## config.mk

```make
export PLATFORM = sky130hd
export DESIGN_NAME = mem_arbiter
export DESIGN_NICKNAME = d
export VERILOG_FILES = /design/src/rtl/lc3b_types.sv /design/src/rtl/arb_req_latch.sv /design/src/rtl/mem_arbiter.sv
export SDC_FILE = /design/constraint.sdc
export NUM_CORES = 1
export LEC_CHECK = 0
export CAP_MARGIN = 0
export CORE_ASPECT_RATIO = 0.5
export CORE_MARGIN = 8
export CORE_UTILIZATION = 42
export DETAILED_ROUTE_END_ITERATION = 16
export PLACE_DENSITY = 0.8
export SLEW_MARGIN = 10
export SYNTH_ARGS = -nofsm -noshare
export SYNTH_HDL_FRONTEND = slang
export SYNTH_SLANG_ARGS = --single-unit
```

## constraint.sdc

```tcl
create_clock -name clk -period 2.4 [get_ports clk]
set_input_delay 0.48 -clock clk [delete_from_list [all_inputs] [get_ports clk]]
set_output_delay 0.48 -clock clk [all_outputs]
set_load 0.02 [all_outputs]
```

## src/rtl/lc3b_types.sv

```systemverilog
// Shared types for the memory arbiter: data word, byte-write mask and the
// arbiter FSM state encoding.
package lc3b_types;

  typedef logic [15:0] lc3b_word;
  typedef logic [1:0]  lc3b_wmask;

  typedef enum logic [1:0] {
    IDLE    = 2'd0,
    SERVE_A = 2'd1,
    SERVE_B = 2'd2,
    DONE    = 2'd3
  } lc3b_arb_state;

  // Width of the port-A starvation counter (saturates at all-ones).
  localparam int STARVE_CNT_W = 3;

  // A port is requesting when either strobe is high.
  function automatic logic port_req(input logic rd, input logic wr);
    return rd | wr;
  endfunction

endpackage

```

## src/rtl/arb_req_latch.sv

```systemverilog
// One captured memory request. Loads on load_i; write wins over read, so a
// port asserting both strobes is stored as a pure write.
module arb_req_latch
  import lc3b_types::*;
(
  input  logic        clk,
  input  logic        reset_n,
  input  logic        load_i,
  input  logic        read_i,
  input  logic        write_i,
  input  logic [1:0]  wmask_i,
  input  logic [15:0] address_i,
  input  logic [15:0] wdata_i,
  output logic        read_o,
  output logic        write_o,
  output logic [1:0]  wmask_o,
  output logic [15:0] address_o,
  output logic [15:0] wdata_o
);

  logic      read_q;
  logic      write_q;
  lc3b_wmask wmask_q;
  lc3b_word  address_q;
  lc3b_word  wdata_q;

  // Capture the request fields on load; hold them otherwise.
  always_ff @(posedge clk) begin
    if (!reset_n) begin
      read_q    <= 1'b0;
      write_q   <= 1'b0;
      wmask_q   <= 2'b00;
      address_q <= 16'h0000;
      wdata_q   <= 16'h0000;
    end else if (load_i) begin
      read_q    <= read_i & ~write_i;
      write_q   <= write_i;
      wmask_q   <= wmask_i;
      address_q <= address_i;
      wdata_q   <= wdata_i;
    end else begin
      read_q    <= read_q;
      write_q   <= write_q;
      wmask_q   <= wmask_q;
      address_q <= address_q;
      wdata_q   <= wdata_q;
    end
  end

  assign read_o    = read_q;
  assign write_o   = write_q;
  assign wmask_o   = wmask_q;
  assign address_o = address_q;
  assign wdata_o   = wdata_q;

endmodule

```

## src/rtl/mem_arbiter.sv

```systemverilog
// Two-port (instruction A / data B) arbiter onto one unified memory.
// B wins ties. Optional build macro ARB_STARVE_GUARD_EN adds a counter that
// forces a pending A request through after STARVE_LIMIT contested B grants.
module mem_arbiter
  import lc3b_types::*;
#(
  parameter int STARVE_LIMIT = 4
) (
  input  logic        clk,
  input  logic        reset_n,
  input  logic        mem_read_a,
  input  logic        mem_write_a,
  input  logic [1:0]  mem_wmask_a,
  input  logic [15:0] mem_address_a,
  input  logic [15:0] mem_wdata_a,
  output logic        mem_resp_a,
  output logic [15:0] mem_rdata_a,
  input  logic        mem_read_b,
  input  logic        mem_write_b,
  input  logic [1:0]  mem_wmask_b,
  input  logic [15:0] mem_address_b,
  input  logic [15:0] mem_wdata_b,
  output logic        mem_resp_b,
  output logic [15:0] mem_rdata_b,
  output logic        pmem_read,
  output logic        pmem_write,
  output logic [1:0]  pmem_wmask,
  output logic [15:0] pmem_address,
  output logic [15:0] pmem_wdata,
  input  logic        pmem_resp,
  input  logic [15:0] pmem_rdata
);

  lc3b_arb_state state_q, state_d;
  logic          req_a_s, req_b_s, force_a_s;
  logic          load_a_s, load_b_s;
  logic          sel_b_q;

  logic      a_read_s, a_write_s, b_read_s, b_write_s;
  lc3b_wmask a_wmask_s, b_wmask_s;
  lc3b_word  a_address_s, a_wdata_s, b_address_s, b_wdata_s;

  assign req_a_s  = port_req(mem_read_a, mem_write_a);
  assign req_b_s  = port_req(mem_read_b, mem_write_b);
  assign load_a_s = (state_q == IDLE) && (state_d == SERVE_A);
  assign load_b_s = (state_q == IDLE) && (state_d == SERVE_B);

  arb_req_latch u_latch_a (
    .clk(clk), .reset_n(reset_n), .load_i(load_a_s),
    .read_i(mem_read_a), .write_i(mem_write_a), .wmask_i(mem_wmask_a),
    .address_i(mem_address_a), .wdata_i(mem_wdata_a),
    .read_o(a_read_s), .write_o(a_write_s), .wmask_o(a_wmask_s),
    .address_o(a_address_s), .wdata_o(a_wdata_s)
  );

  arb_req_latch u_latch_b (
    .clk(clk), .reset_n(reset_n), .load_i(load_b_s),
    .read_i(mem_read_b), .write_i(mem_write_b), .wmask_i(mem_wmask_b),
    .address_i(mem_address_b), .wdata_i(mem_wdata_b),
    .read_o(b_read_s), .write_o(b_write_s), .wmask_o(b_wmask_s),
    .address_o(b_address_s), .wdata_o(b_wdata_s)
  );

`ifdef ARB_STARVE_GUARD_EN
  logic [STARVE_CNT_W-1:0] starve_cnt_q, starve_cnt_d;

  // Count B grants taken while A was waiting; an A grant clears the count.
  always_comb begin
    starve_cnt_d = starve_cnt_q;
    if (load_a_s) begin
      starve_cnt_d = 3'd0;
    end else if (load_b_s && req_a_s && (starve_cnt_q != 3'd7)) begin
      starve_cnt_d = starve_cnt_q + 3'd1;
    end else begin
      starve_cnt_d = starve_cnt_q;
    end
  end

  // Starvation counter register.
  always_ff @(posedge clk) begin
    if (!reset_n) begin
      starve_cnt_q <= 3'd0;
    end else begin
      starve_cnt_q <= starve_cnt_d;
    end
  end

  assign force_a_s = req_a_s && ($signed({29'd0, starve_cnt_q}) >= STARVE_LIMIT);
`else
  assign force_a_s = 1'b0;
`endif

  // FSM state register.
  always_ff @(posedge clk) begin
    if (!reset_n) begin
      state_q <= IDLE;
    end else begin
      state_q <= state_d;
    end
  end

  // Remember which latch fed the bus last so address/wdata hold when idle.
  always_ff @(posedge clk) begin
    if (!reset_n) begin
      sel_b_q <= 1'b0;
    end else if (load_b_s) begin
      sel_b_q <= 1'b1;
    end else if (load_a_s) begin
      sel_b_q <= 1'b0;
    end else begin
      sel_b_q <= sel_b_q;
    end
  end

  // Next-state logic: B wins ties unless A is being forced through.
  always_comb begin
    state_d = state_q;
    case (state_q)
      IDLE: begin
        if (req_b_s && !force_a_s) begin
          state_d = SERVE_B;
        end else if (req_a_s) begin
          state_d = SERVE_A;
        end else begin
          state_d = IDLE;
        end
      end
      SERVE_A: begin
        if (pmem_resp) state_d = DONE;
        else           state_d = SERVE_A;
      end
      SERVE_B: begin
        if (pmem_resp) state_d = DONE;
        else           state_d = SERVE_B;
      end
      DONE:    state_d = IDLE;
      default: state_d = IDLE;
    endcase
  end

  // Output logic: strobes only while serving; fields come from the latches.
  always_comb begin
    pmem_read    = 1'b0;
    pmem_write   = 1'b0;
    pmem_wmask   = 2'b00;
    pmem_address = sel_b_q ? b_address_s : a_address_s;
    pmem_wdata   = sel_b_q ? b_wdata_s   : a_wdata_s;
    case (state_q)
      SERVE_A: begin
        pmem_read    = a_read_s;
        pmem_write   = a_write_s;
        pmem_wmask   = a_wmask_s;
        pmem_address = a_address_s;
        pmem_wdata   = a_wdata_s;
      end
      SERVE_B: begin
        pmem_read    = b_read_s;
        pmem_write   = b_write_s;
        pmem_wmask   = b_wmask_s;
        pmem_address = b_address_s;
        pmem_wdata   = b_wdata_s;
      end
      default: begin
        pmem_read  = 1'b0;
        pmem_write = 1'b0;
        pmem_wmask = 2'b00;
      end
    endcase
  end

  assign mem_resp_a  = pmem_resp & (state_q == SERVE_A);
  assign mem_resp_b  = pmem_resp & (state_q == SERVE_B);
  assign mem_rdata_a = pmem_rdata;
  assign mem_rdata_b = pmem_rdata;

endmodule
```

==> qor.yml <==
clocking:
  tritoncts: "built"
  htreeDepth: 3
  clk_pin_slew_ps: 60
  clk_latency_ps: 330
  clkSinkCount: 75
  cts_made_buffers: 9
  clockBufferDepth: 2
  clock-root-buffer: "clkbuf_16"
place:
  dp_cells: 596
  gp_congestion: 0.7342
  dp_hpwl_mm: 6.338
  portBuffers: 112
floorplan:
  rows: 24
  ios: 161
  die_w_um: 147.2
  core_mm2: 0.008528
  die_h_um: 81.62
  start_util_pct: 42.41
  dieArea_mm2: 0.01202
logic_synthesis:
  syn-cell-area_mm2: 0.003617
  synth_edf_count: 0
  synthArstFlopShare_pct: 0
  synth_ff_type: "dfxtp_1"
  syn_inst: 416
  ys_types: 29
  ys_seq_area_share_pct: 41.51
  syn_nets: 510
  syn_area_per_cell_um2: 8.695
  ys_ff_latch: 75
  yosysWarningCount: 0
timing:
  rsz0062_at_grt: "true"
  slew_headroom_pct: 69.38
  slew_viol_final: 0
  hold_ws_ps: 459.7
  finalSetupViolations: 0
  setup_tns_ps: 0
  max_freq_mhz: 422.7
  clock_skew_ps: 5.975
  worst_pin_slew_ps: 459.3
  period_minus_slack_ps: 2366
  period_share_pct: 98.57
  hold_viol: 0
worst_setup_path:
  startpoint_type: "register"
  crit_type: "register to primary output"
  crit_required_ps: 1920
  worstSetupEndpointType: "primary output"
  arrival_ps: 1890
  path_max_fanout: 8
layout:
  final_cell_mix: "145 x nand2_1, 73 x clkdlybuf4s50_1, 73 x dfxtp_1, 35 x a21boi_0, 34 x mux2i_1"
  drive_gt1_share_pct: 15.03
  final_util_pct: 59.17
  area_growth_pct: 39.50
  fill_cells: 755
  layout_commonest_cell: "nand2_1"
  n_antenna_cell: 0
  finalNonFillerCells: 616
  final_net_count: 588
power:
  clkPwrFrac_pct: 36.7
  pwr-share-comb_pct: 26.2
  p_seq_share_pct: 37.1
  vdd_drop_max_uv: 410.5
  p_int_mw: 2.733
  power_density_mw_per_mm2: 745.5
  p_leak_nw: 2.051
  p_sw_share_pct: 27.34
  power_switching_mw: 1.029
route:
  dr_total_vias: 2994
  ant_nets: 0
  drt-pass1-iter-count: 4
  routed_wirelength_mm: 10.01
  first_iter_violations: 178
  vias_per_cell: 4.860
  drc: 0
  wire_per_inst_um: 16.24
global_routing:
  grt_pass1_vias: 3135
  grt_antenna_before_repair: 0
  grt_max_degree: 112
  grt_pass1_wl_mm: 15.54
  grt_usage_pct: 16.16
  grt-ovfl-total: 0
job:
  drv_cap: 0
status:
  outcome: "complete, no violations"
worst_hold_path:
  hold_class: "register to register"
## synth_stat cells (all sizes together) (2+ instances only)
| cell type | n | share of area [%] |
|---|---|---|
| nand2 | 145 | 15 |
| dfxtp | 75 | 42 |
| buf | 48 | 11 |
| a21boi | 35 | 7.3 |
| mux2i | 34 | 9.4 |
| a22o | 32 | 7.7 |
| clkbuf | 14 | 1.5 |
| a22oi | 4 | 0.83 |
| nor2b | 4 | 0.69 |
| o21ai | 4 | 0.66 |
| and2 | 3 | 0.55 |
| ha | 3 | 1.0 |
| o21a | 3 | 0.83 |
| a21oi | 2 | 0.28 |
| inv | 2 | 0.21 |
| nor2 | 2 | 0.21 |
| nor3b | 2 | 0.73 |
## sequential cells by signal, summed over array words and instances (netlist names)
register,flops
u_latch_a.address_o,16
u_latch_a.wdata_o,16
state_q,2
u_latch_b.wmask_o,2
u_latch_a.wmask_o,2
sel_b_q,1
u_latch_b.write_o,1
u_latch_a.write_o,1
u_latch_b.address_o,16
u_latch_a.read_o,1
u_latch_b.read_o,1
u_latch_b.wdata_o,16
## final timing paths
kind	from	to	slack, ps	depth (start not counted)
hold reg to reg	u_latch_a.wdata_o[2]	u_latch_a.wdata_o[2]	460	2
hold / removal	u_latch_a.wdata_o[2]	u_latch_a.wdata_o[2]	460	2
setup reg to reg	state_q[0]	u_latch_a.address_o[11]	690	6
setup / recovery	state_q[1]	pmem_address[11]	30	6
## metrics by stage
stage,power [mW],setup WS [ps],instance area (µm²)
after floorplan,1.965,422.6,3617
after global placement,2.270,-55.99,4629
after detailed placement,2.287,-91.80,4629
after CTS,3.663,0.9692,4820
after global routing,3.927,-16.35,5046
final,3.762,34.44,5046
## power groups by stage
stage	logic, mW	registers, mW	clock network [mW]
2_1_floorplan	0.563	1.40	0
3_3_place_gp	0.852	1.42	0
3_5_place_dp	0.866	1.42	0
4_1_cts	0.871	1.40	1.39
5_1_grt	1.05	1.41	1.47
6_report	0.985	1.40	1.38
## layout make-up
type	instances	area, µm²	area share [%]
well taps	117	146.4	2.901
inverters	2	7.507	0.1488
repair buffers	129	1389	27.52
clock buffers	15	277.8	5.505
flip-flops and latches	75	1504	29.80
clock inverters	1	30.03	0.5951
multi-input cells	277	1692	33.52
## kinds of logic (layout without fill, tap and decap cells)
logic type                 after synthesis  in the layout  share of synthesized area [%]
AOI/OAI and AO/OA                       81             81                          17.88
adders and majority gates                3              3                          1.038
buffers and inverters                   64            147                          12.35
DFF                                     75             75                          41.51
muxes                                   35             35                          9.720
and+or+nand+nor                        158            158                          17.50
## what timing repair did
action | 4_1_cts | 5_1_grt
resized for setup | 139 | 55
buffers inserted | 0 | 1
cloned | 1 | 2
hold buffers | 0 | 0
setup endpoints to repair | 37 | 32
## per-layer routing
metal	vias to the layer above	track usage, %	routed length, µm
li1	1511	-	-
met1	1410	17.27	4270
met2	57	30.27	5127
met3	16	4.563	423
met4	0	6.963	185
met5	-	0	0
## critical path, cell delays in order (launching register included)
cell	delay, ps
dfxtp_2	330
inv_2	50
ha_4	280
mux2_4	370
clkbuf_16	200
a22o_1	190
buf_6	130
(Power assumes the default switching activity.)
==> edit (same settings) <==
Register the output `pmem_write`, with the module's reset; this adds one clock of latency there. The other outputs are not delayed to match.
--- a/src/rtl/mem_arbiter.sv
+++ b/src/rtl/mem_arbiter.sv
@@ -32,2 +32,4 @@
 );
+
+  logic pmem_write_d;
 
@@ -143,3 +145,3 @@
     pmem_read    = 1'b0;
-    pmem_write   = 1'b0;
+    pmem_write_d = 1'b0;
     pmem_wmask   = 2'b00;
@@ -150,3 +152,3 @@
         pmem_read    = a_read_s;
-        pmem_write   = a_write_s;
+        pmem_write_d = a_write_s;
         pmem_wmask   = a_wmask_s;
@@ -157,3 +159,3 @@
         pmem_read    = b_read_s;
-        pmem_write   = b_write_s;
+        pmem_write_d = b_write_s;
         pmem_wmask   = b_wmask_s;
@@ -164,3 +166,3 @@
         pmem_read  = 1'b0;
-        pmem_write = 1'b0;
+        pmem_write_d = 1'b0;
         pmem_wmask = 2'b00;
@@ -175,2 +177,10 @@
 
+  always_ff @(posedge clk) begin
+    if (!reset_n) begin
+      pmem_write <= '0;
+    end else begin
+      pmem_write <= pmem_write_d;
+    end
+  end
+
 endmodule
Function: changed (a bounded check fails within 4 cycles, from zero or initial values and one cycle with reset_n low).
==> edit against the original RTL <==
Core utilization fell by 1.7 points; critical path depth rose by 2; final area fell by 2.2%; total power rose by 8.3%; synthesized cell count rose by 2.4%; setup slack improved by 4.1 ps; wire length fell by 0.11%; first-iteration DRC count rose by 3.4%; sequential cell count rose by 1; synthesized area rose by 1.5%; critical path type unchanged; highest routed layer unchanged.
==> edit: results (changes against the original RTL) <==
metric,value,unit,change
die area,12200,um^2,+1.3%
post-synthesis sequential area ratio,41.4,%,-0.063 points
initial DRC count,184,,+3.4%
gpl congestion,0.777,,+5.8%
largest net degree at the start of global routing,53,,-53%
post-synthesis cell type count,35,,+21%
DR vias/cell,5.02,,+3.2%
multi-input combinational area share,35.1,%,+1.6 points
Avg WL per Cell,16.0,um,-1.7%
syn nets,520,,+2.0%
share of layout cells above drive strength 1,16.5,%,+1.5 points
Pleak,2.05,nW,about the same
clk tree area frac,6.16,%,+0.058 points
R2R setup slack,480,ps,-210 ps
Synth area leaders,"dfxtp_1, nand2_1, mux2i_1, a22o_1, buf_4",,
slew margin rel.,65.8,%,-3.6 points
cts bufs inserted,9,,unchanged
comb_multi_in,282,,+1.8%
status,completed,,
Yosys reg bits,76,,+1.3%
Commonest cells post-synth,"nand2_1, dfxtp_1, nand3_1, mux2i_1",,
Max VDD drop,0.435,mV,+6.0%
Sum Neg Setup Slack,0,ps,unchanged
setup ws final,38.6,ps,+4.12 ps
Post-Synthesis Cells,426,,+2.4%
Setup Skew,4.03,ps,-1.95 ps
register area,1520,um^2,+1.3%
post-detail-place hpwl,6.96,mm,+9.8%
area of the multi-input gates,1730,um^2,+2.4%
buffer share of cell area,24.8,%,-2.8 points
non-clock buffer count,134,,+3.9%
global-route usage over all layers,15.8,%,-0.38 points
post-place instance area,4700,um^2,+1.5%
Final nets,599,,+1.9%
clock buffers,14,,-1
edit: changes by cell type in the layout (fill, tap and decap cells not counted), moves of 16 or more:
cell,delta
a21boi_0,-34
buf_2,+19
buf_6,-19
nand2_1,-38
nand3_1,+36
o21ai_0,+16
o21ai_1,+22
edit: cells by family (layout without fill, tap and decap cells):
| family | Yosys count | after routing | synth area share, % |
|---|---|---|---|
| buffers and inverters | 68 | 151 | 12.4 |
| AOI/OAI and AO/OA | 83 | 83 | 15.8 |
| and+or+nand+nor | 161 | 161 | 19.7 |
| adders and majority gates | 3 | 3 | 1.02 |
| muxes | 35 | 35 | 9.58 |
| DFF | 76 | 76 | 41.4 |
edit: metal layers:
layer	wire [um]	GRT usage (%)
met5	0	0
met2	5140	28.3
met4	193	8.38
met3	479	3.43
met1	4180	17.9
edit: repair_timing:
item / in CTS / in global routing
gates cloned: 0 / 2
endpoints found under the setup margin: 36 / 34
pin swaps: 0 / 5
resized for setup: 141 / 22
buffers inserted: 0 / 0
edit: final timing paths:
path	startpoint	end	depth (start not counted)
setup / recovery	state_q[1]	pmem_wdata[5]	8
hold / removal	u_latch_b.write_o	u_latch_b.write_o	2
setup reg to reg	state_q[1]	u_latch_b.wdata_o[9]	9
hold reg to reg	u_latch_b.write_o	u_latch_b.write_o	2
edit: report_power, final:
group	total (mW)	internal, mW	switching, mW	leakage, nW
registers	1.47	1.40	0.0780	0.622
logic	1.23	0.580	0.651	1.28
clock network	1.37	0.885	0.483	0.149
edit: critical path, stage by stage, from the launching register on:
cell,delay (ps)
dfxtp_2,330
inv_2,60
ha_4,260
buf_4,140
nand2_2,80
o21ai_4,110
buf_4,190
a22o_1,230
buf_2,160
